## config.mk

```make
export PLATFORM = sky130hd
export DESIGN_NAME = mole_round_ctrl
export DESIGN_NICKNAME = d
export VERILOG_FILES = /design/src/rtl/mole_round_ctrl.sv
export SDC_FILE = /design/constraint.sdc
export NUM_CORES = 1
export LEC_CHECK = 0
export CAP_MARGIN = 20
export CORE_ASPECT_RATIO = 1.25
export CORE_MARGIN = 2
export CORE_UTILIZATION = 40
export DETAILED_ROUTE_END_ITERATION = 10
export GPL_TIMING_DRIVEN = 0
export SLEW_MARGIN = 20
export SYNTH_ARGS = -nofsm -noshare
export SYNTH_HDL_FRONTEND = slang
export SYNTH_SLANG_ARGS = --single-unit
```

## constraint.sdc

```tcl
create_clock -name clk -period 5.6 [get_ports clk]
set_clock_uncertainty 0.1 [all_clocks]
set_input_delay 1.12 -clock clk [delete_from_list [all_inputs] [get_ports clk]]
set_output_delay 1.12 -clock clk [all_outputs]
set_load 0.05 [all_outputs]
```

## src/rtl/mole_round_ctrl.sv

```systemverilog
// rtl/mole_round_ctrl.sv - whack-a-mole round controller driving a unique_selector
// Define MOLE_PENALTY_EN to score wrong-button presses during a lit mole as misses.
module mole_round_ctrl #(
    parameter int N_BITS    = 3,
    parameter int UP_TICKS  = 20000,
    parameter int GAP_TICKS = 5000,
    parameter int SCORE_W   = 4
) (
    input  logic                 clk,
    input  logic                 rst,
    input  logic                 start,
    input  logic [2**N_BITS-1:0] btn,
    input  logic                 sel_done,
    input  logic [N_BITS-1:0]    sel_number,
    input  logic                 sel_all,
    output logic                 sel_req,
    output logic                 sel_clr,
    output logic [2**N_BITS-1:0] mole_led,
    output logic [SCORE_W-1:0]   hits,
    output logic [SCORE_W-1:0]   misses,
    output logic                 busy,
    output logic                 round_done
);

    localparam int HOLES     = 2**N_BITS;
    localparam int MAX_TICKS = (UP_TICKS > GAP_TICKS) ? UP_TICKS : GAP_TICKS;
    localparam int TICK_W    = (MAX_TICKS > 1) ? $clog2(MAX_TICKS) : 1;
    localparam logic [TICK_W-1:0]  UP_LAST    = TICK_W'(UP_TICKS - 1);
    localparam logic [TICK_W-1:0]  GAP_LAST   = TICK_W'(GAP_TICKS - 1);
    localparam logic [N_BITS:0]    MOLE_TOTAL = (N_BITS + 1)'(HOLES);
    localparam logic [SCORE_W-1:0] SCORE_MAX  = '1;
`ifdef MOLE_PENALTY_EN
    localparam bit PENALTY = 1'b1;
`else
    localparam bit PENALTY = 1'b0;
`endif

    typedef enum logic [2:0] {
        IDLE     = 3'd0,
        CLEAR    = 3'd1,
        REQ      = 3'd2,
        WAIT_SEL = 3'd3,
        UP       = 3'd4,
        GAP      = 3'd5,
        FINISH   = 3'd6
    } state_t;

    state_t state, state_next;

    logic [HOLES-1:0]  btn_q;
    logic              sel_done_q;
    logic [N_BITS-1:0] idx;
    logic [TICK_W-1:0] tick;
    logic [N_BITS:0]   mole_cnt;

    logic [HOLES-1:0]  btn_rise;
    logic [HOLES-1:0]  mole_mask;
    logic [N_BITS:0]   mole_cnt_inc;
    logic              sel_rise;
    logic              hit;
    logic              wrong;
    logic              timeout;
    logic              gap_end;
    logic              last_mole;
    logic              miss_evt;

    always_comb begin
        btn_rise     = btn & ~btn_q;
        mole_mask    = HOLES'(1) << idx;
        sel_rise     = sel_done & ~sel_done_q;
        hit          = |(btn_rise & mole_mask);
        wrong        = |(btn_rise & ~mole_mask);
        timeout      = (tick == UP_LAST);
        gap_end      = (tick == GAP_LAST);
        mole_cnt_inc = mole_cnt + 1'b1;
        last_mole    = sel_all || (mole_cnt_inc == MOLE_TOTAL);
        // A correct edge always wins over a timeout or a wrong press in the same cycle.
        miss_evt     = !hit && (timeout || (PENALTY && wrong));
    end

    always_ff @(posedge clk or negedge rst) begin
        if (!rst) state <= IDLE;
        else      state <= state_next;
    end

    always_comb begin
        state_next = state;
        case (state)
            IDLE:     if (start) state_next = CLEAR;
            CLEAR:    state_next = REQ;
            REQ:      state_next = WAIT_SEL;
            WAIT_SEL: if (sel_rise) state_next = UP;
            UP:       if (hit || timeout) state_next = GAP;
            GAP:      if (gap_end) state_next = last_mole ? FINISH : REQ;
            FINISH:   if (start) state_next = CLEAR;
            default:  state_next = IDLE;
        endcase
    end

    always_ff @(posedge clk or negedge rst) begin
        if (!rst) begin
            btn_q      <= '0;
            sel_done_q <= 1'b0;
            idx        <= '0;
            tick       <= '0;
            mole_cnt   <= '0;
            hits       <= '0;
            misses     <= '0;
        end else begin
            btn_q      <= btn;
            sel_done_q <= sel_done;
            case (state)
                CLEAR: begin
                    hits     <= '0;
                    misses   <= '0;
                    mole_cnt <= '0;
                end
                WAIT_SEL: begin
                    if (sel_rise) begin
                        idx  <= sel_number;
                        tick <= '0;
                    end
                end
                UP: begin
                    if (hit && hits != SCORE_MAX)        hits   <= hits + 1'b1;
                    if (miss_evt && misses != SCORE_MAX) misses <= misses + 1'b1;
                    tick <= (hit || timeout) ? '0 : tick + 1'b1;
                end
                GAP: begin
                    if (gap_end) mole_cnt <= mole_cnt_inc;
                    tick <= gap_end ? '0 : tick + 1'b1;
                end
                default: ;
            endcase
        end
    end

    always_comb begin
        sel_clr    = (state == CLEAR);
        sel_req    = (state == REQ);
        mole_led   = (state == UP) ? mole_mask : '0;
        busy       = (state != IDLE) && (state != FINISH);
        round_done = (state == FINISH);
    end

endmodule
```

# --- After elaboration in Yosys (flattened, before gate mapping) ---
# Index checks and enable logic that the tools add are counted.
classes:
  shifts: 1
  n_addsub: 4
  eq_ne: 18
  bitwise_logic: 5
  muxes: 17
  n_reduce_logical: 20
op_table:
  columns: ["op", "n"]
  rows:
  - ["$mux 15", 3]
  - ["$pmux 15 s3", 1]
  - ["$pmux 4 s2", 3]
  - ["$pmux 3 s6", 1]
  - ["$and 8x8->8", 2]
  - ["$add 15x1->15 const B", 1]
  - ["$eq 15x13->1 const B", 1]
  - ["$eq 15x15->1 const B", 1]
  - ["$mux 3", 5]
  - ["$add 4x1->4 const B", 3]
  - ["$mux 4", 3]
  - ["$ne 2x2->1 const B", 5]
  - ["$reduce_and 2->1", 5]
  - ["$eq 3x3->1 const B", 3]
  - ["$mux 8", 1]
  - ["$ne 4x4->1 const B", 2]
  - ["$not 8->8", 1]
  - ["$reduce_or 8->1", 1]
  - ["$shl 1x3->8 const A", 1]
  - ["$eq 3x2->1 const B", 2]
  - ["$reduce_bool 3->1", 2]
  - ["$eq 4x4->1 const B", 1]
  - ["$logic_and 1x1->1", 4]
  - ["$reduce_and 4->1", 1]
  - ["other kinds (10)", 12]
totals:
  reg_bits: 42

# --- Depth between registers and ports, before layout ---
depth:
  depth_word: 9
  ltp_mapped: 7

# --- Least setup slack after synthesis ---
# OpenSTA, ideal clock, no wires.
synth_timing:
  kind: "reg2out"
  from: "reg state[1]"
  to: "out mole_led[0]"
  arrival_time_ns: 2.005
  n_path_buf: 0
  path_stages_with_launch: 4
  setup_slack_ns: 2.375
  t_required_ns: 4.380
  cell_sequence: "dfrtp_1 nor3b_1 nand2b_1 nor3_1"
synth_between:
  elab_chain_len: 2
synth_rtl:
  columns: ["element", "line_no", "text"]
  rows:
  - ["start, declared", "48", "state_t state, state_next;"]
  - ["start signal, assigned", "83", "else state <= state_next;"]
  - ["$eq 3x3->1", "141", "mole_led = (state == UP) ? mole_mask : '0;"]
  - ["$mux 8", "141", null]
  - ["end, declared", "18", "output logic [2**N_BITS-1:0] mole_led,"]
# Every way passes these cells.

# --- Worst setup path in the final report ---
layout_timing:
  from: "reg state[1]"
  to: "out mole_led[2]"
# The elaborated chain is that of the path after synthesis.

==> results.md <==
- The share of flip-flops with an asynchronous set or reset after synthesis is 1.00.
- After floorplanning, the core was divided into 31 placement rows.
- The height of the die is 90.1 µm.
- The total congestion overflow is 0.
- The type of the most critical hold path is reg -> reg.
- Entering global routing, the biggest net connects 30 pins.
- The count of buffers added on input and output ports is 35.
- The number of distinct library cell variants in the gate-level netlist after synthesis is 51.
- The synthesized netlist net count is 275.
- The sequential cell area in the final layout is 0.00105 mm².
- Dividing the detail-routed wire length by the instance count gives 15.2 µm.
- The via count of the first global-routing pass is 2023.
- The Yosys step of the flow raised 0 warnings.
- The first-pass iteration count of the detailed router is 6.
- Setup slack closes at 1.72 ns.
- In this run, post-CTS repair resized a total of 0 instances.
- The TritonCTS sink count is 42.
- The remaining design rule violation count is 0.
- The number of pins exceeding their max-slew limit in the final report is 0.
- TritonCTS built the clock tree.
- Averaged over all synthesized cells, the footprint is 9.31 µm².
- The clock latency at the later pin of the worst-skew pair is 0.30 ns.
- The hold path depth is 1.
- In the synthesized netlist, the number of instances is 255.
- The final sum of negative setup slack is 0 ns.
- In this run the register-to-register setup slack is 3.01 ns.
- The level count of the clock H-tree is 2.
- Summed over all instances, the cell type with the most area after synthesis is dfrtp_1.
- The number of hold buffers added after CTS was 0.
- The startpoint identified for the worst hold timing path is hits[3].
- After legalization and detailed placement, the total HPWL measured 4.15 mm.
- The number of clock buffers inserted by TritonCTS is 5.
- The via-per-instance ratio is 5.57.
- In the global route stage, overall resource usage came out at 0.182.
- Setup violations remaining at the end of the flow were counted as 0.
- The arrival time of data at the critical path endpoint is 2.66 ns.
- The die is 72.9 µm wide.
- The worst slew margin relative to its limit is 0.506.
- For the finished layout, the period the worst path requires is 3.88 ns.
- The iteration-0 DRC count of the detailed router is 114.
- The required time at the endpoint of the critical path is 4.38 ns.
- The initial core utilization is 0.411.
- Sorting the synthesized cells by area gives the leading types as dfrtp_1 (44%), nand2_1 (5.1%), nand3_1 (4.4%).
- The leading register cell type out of synthesis is dfrtp_1.
- The area of the multi-input gates is 0.00124 mm².
- The remaining antenna violation count is 0.
- The critical path capture point type is an output port.
- The first global-routing pass estimated 9.56 mm of wire.
- The wire length after detailed routing is 5.53 mm.
- The maximum operating frequency is 258 MHz.
- The post-synthesis to final-layout area growth is 22.7%.
- Routability-driven placement finished with a final weighted congestion of 0.848.
- The clock edge transition at the registers on the reported setup and hold paths is 0.08 ns.
- The startpoint of the worst register-to-register path is state[1].
- The share of the Yosys chip area taken by registers is 0.443.
- Dividing total power by cell area gives a power density of 344 mW/mm².
- The library cell with the highest instance count after synthesis is dfrtp_1.
- The setup slack at placement is 2.03 ns.
- The total I/O pin count is 36.
- VDD sags by at most 203 µV.
- The net total in the final layout is 318.
- The clock passes through at most 2 buffers.
- Of the cells placed in the final design, the portion with a size suffix greater than 1 is 0.0803.
- The number of post-CTS setup repair buffers is 0.
- The number of enable flip-flop cells after synthesis is 0.
- The number of antenna violations at the first check in global routing is 0.
- Summing all non-filler instances in the final layout gives an area of 0.00291 mm².
- The number of fill cells is 549.
- The netlist area before placement is 0.00237 mm².
- For this run, the share of the core covered by cells in the final layout is 0.504.
- The number of cells traversed by the worst register-to-register path is 6.
- The flip-flop and latch count after synthesis is 42.
- The analysis attributes to cell leakage a power of 1.16 nW.
- The worst register-to-register path ends at misses[2].
- The core outline area is 0.00578 mm².
- The tree is rooted in a clkbuf_8.
- The number of antenna diodes in the final layout is 0.
- The overall power is 0.00100 W.
- The start-to-end type of the worst setup path is reg -> out.
- The total of max-cap violations is 0.
- The top fanout value on the critical path is 6.
- The flow ran to the end, and the final reports show no timing, DRC or antenna violations.
- The number of hold-slack violations in the final timing report is 0.
- The total via count after detailed routing is 2033.
- The kind of launch point of the worst setup path is a register.
- The share of Yosys cell area claimed by the top area cell type is 0.443.
- The area of the die is 0.00657 mm².
- The commonest cells after synthesis are dfrtp_1 (42), nand2_1 (32), nor2_1 (22).
- The worst hold path terminates at hits[3].
- The transition at the pin with the smallest max-transition slack is 0.735 ns.
- The total cell area at the placement stage is 0.00282 mm².
- The post-route clock period utilization is 0.693.
- Setup repair after global routing left no endpoint under its margin.
==> routing by layer <==
layer  global-route usage  routed length (µm)
met5                    0                   0
met4               0.0540                  78
met3               0.0370                 235
met2                0.303                2770
met1                0.235                2450
==> state kept, by name (all words and copies together) (netlist names) <==
register,cells
state,3
tick,15
idx,3
misses,4
btn_q,8
mole_cnt,4
hits,4
sel_done_q,1
==> worst max-delay path: stages, from the launching register on <==
cell	delay, ns
dfrtp_1	0.45
nor3b_1	0.60
nand2_1	0.29
nor3_1	0.20
clkdlybuf4s50_1	0.83
==> layout by cell type (no fill, tap or decap), types with 2 or more instances in the layout <==
| cell type | count |
|---|---|
| o311a_1 | 2 |
| a311oi_1 | 2 |
| xnor2_1 | 3 |
| a21oi_1 | 2 |
| nor3_1 | 8 |
| a211oi_1 | 2 |
| xor2_1 | 4 |
| a31oi_1 | 4 |
| inv_1 | 12 |
| clkbuf_8 | 6 |
| o21ai_0 | 11 |
| nor4_1 | 2 |
| and3_1 | 2 |
| nand3b_1 | 3 |
| o21ai_1 | 7 |
| clkbuf_1 | 6 |
| o2bb2ai_1 | 2 |
| nand2_1 | 32 |
| nor2b_1 | 9 |
| a221oi_1 | 5 |
| dfrtp_1 | 42 |
| buf_2 | 2 |
| nand3_1 | 21 |
| nand2b_1 | 6 |
| ha_1 | 4 |
| and2_1 | 2 |
| o32ai_1 | 2 |
| clkdlybuf4s50_1 | 34 |
| mux2i_1 | 7 |
| mux2_2 | 3 |
| nand4_1 | 3 |
| nor2_1 | 22 |
| or3_1 | 2 |
| mux4_2 | 2 |
| nor3b_1 | 3 |
==> cell families (layout without fill, tap and decap cells) <==
logic type      after synthesis  in the layout  share of synthesized area
compound gates               48             48                      0.144
xor+xnor                      7              7                     0.0258
fa+ha+maj                     4              4                     0.0211
flops                        42             42                      0.443
buf+inv                      20             64                     0.0369
simple gates                121            121                      0.261
mux                          13             13                     0.0690
==> worst max path at each step <==
stage | from | to | slack (ns) | cells past startpoint
2_1_floorplan | state[1] | mole_led[0] | 2.37 | 3
3_3_place_gp | state[1] | mole_led[2] | 2.03 | 4
3_5_place_dp | state[1] | mole_led[2] | 2.03 | 4
4_1_cts | state[1] | mole_led[2] | 1.68 | 4
5_1_grt | state[1] | mole_led[2] | 1.56 | 4
6_report | state[1] | mole_led[2] | 1.72 | 4
==> cell type report <==
| type | count | area share |
|---|---|---|
| Tap cell | 66 | 0.0283 |
| Buffer | 8 | 0.0146 |
| Timing Repair Buffer | 36 | 0.125 |
| Sequential cell | 42 | 0.361 |
| Multi-Input combinational cell | 193 | 0.424 |
| Inverter | 12 | 0.0155 |
| Clock buffer | 7 | 0.0296 |
| Clock inverter | 1 | 0.00172 |
==> through the flow <==
stage               instances  hold WS [ns]
global route              365         0.437
floorplan                 255         0.395
finish                    365         0.413
global placement          356         0.420
detailed placement        357         0.405
CTS                       365         0.419
==> where the power goes <==
part	switching, W	internal, W
clock network	0.000107	0.0000996
registers	0.0000458	0.000342
logic	0.000254	0.000155
total	0.000406	0.000596
(Power assumes the default switching activity.)
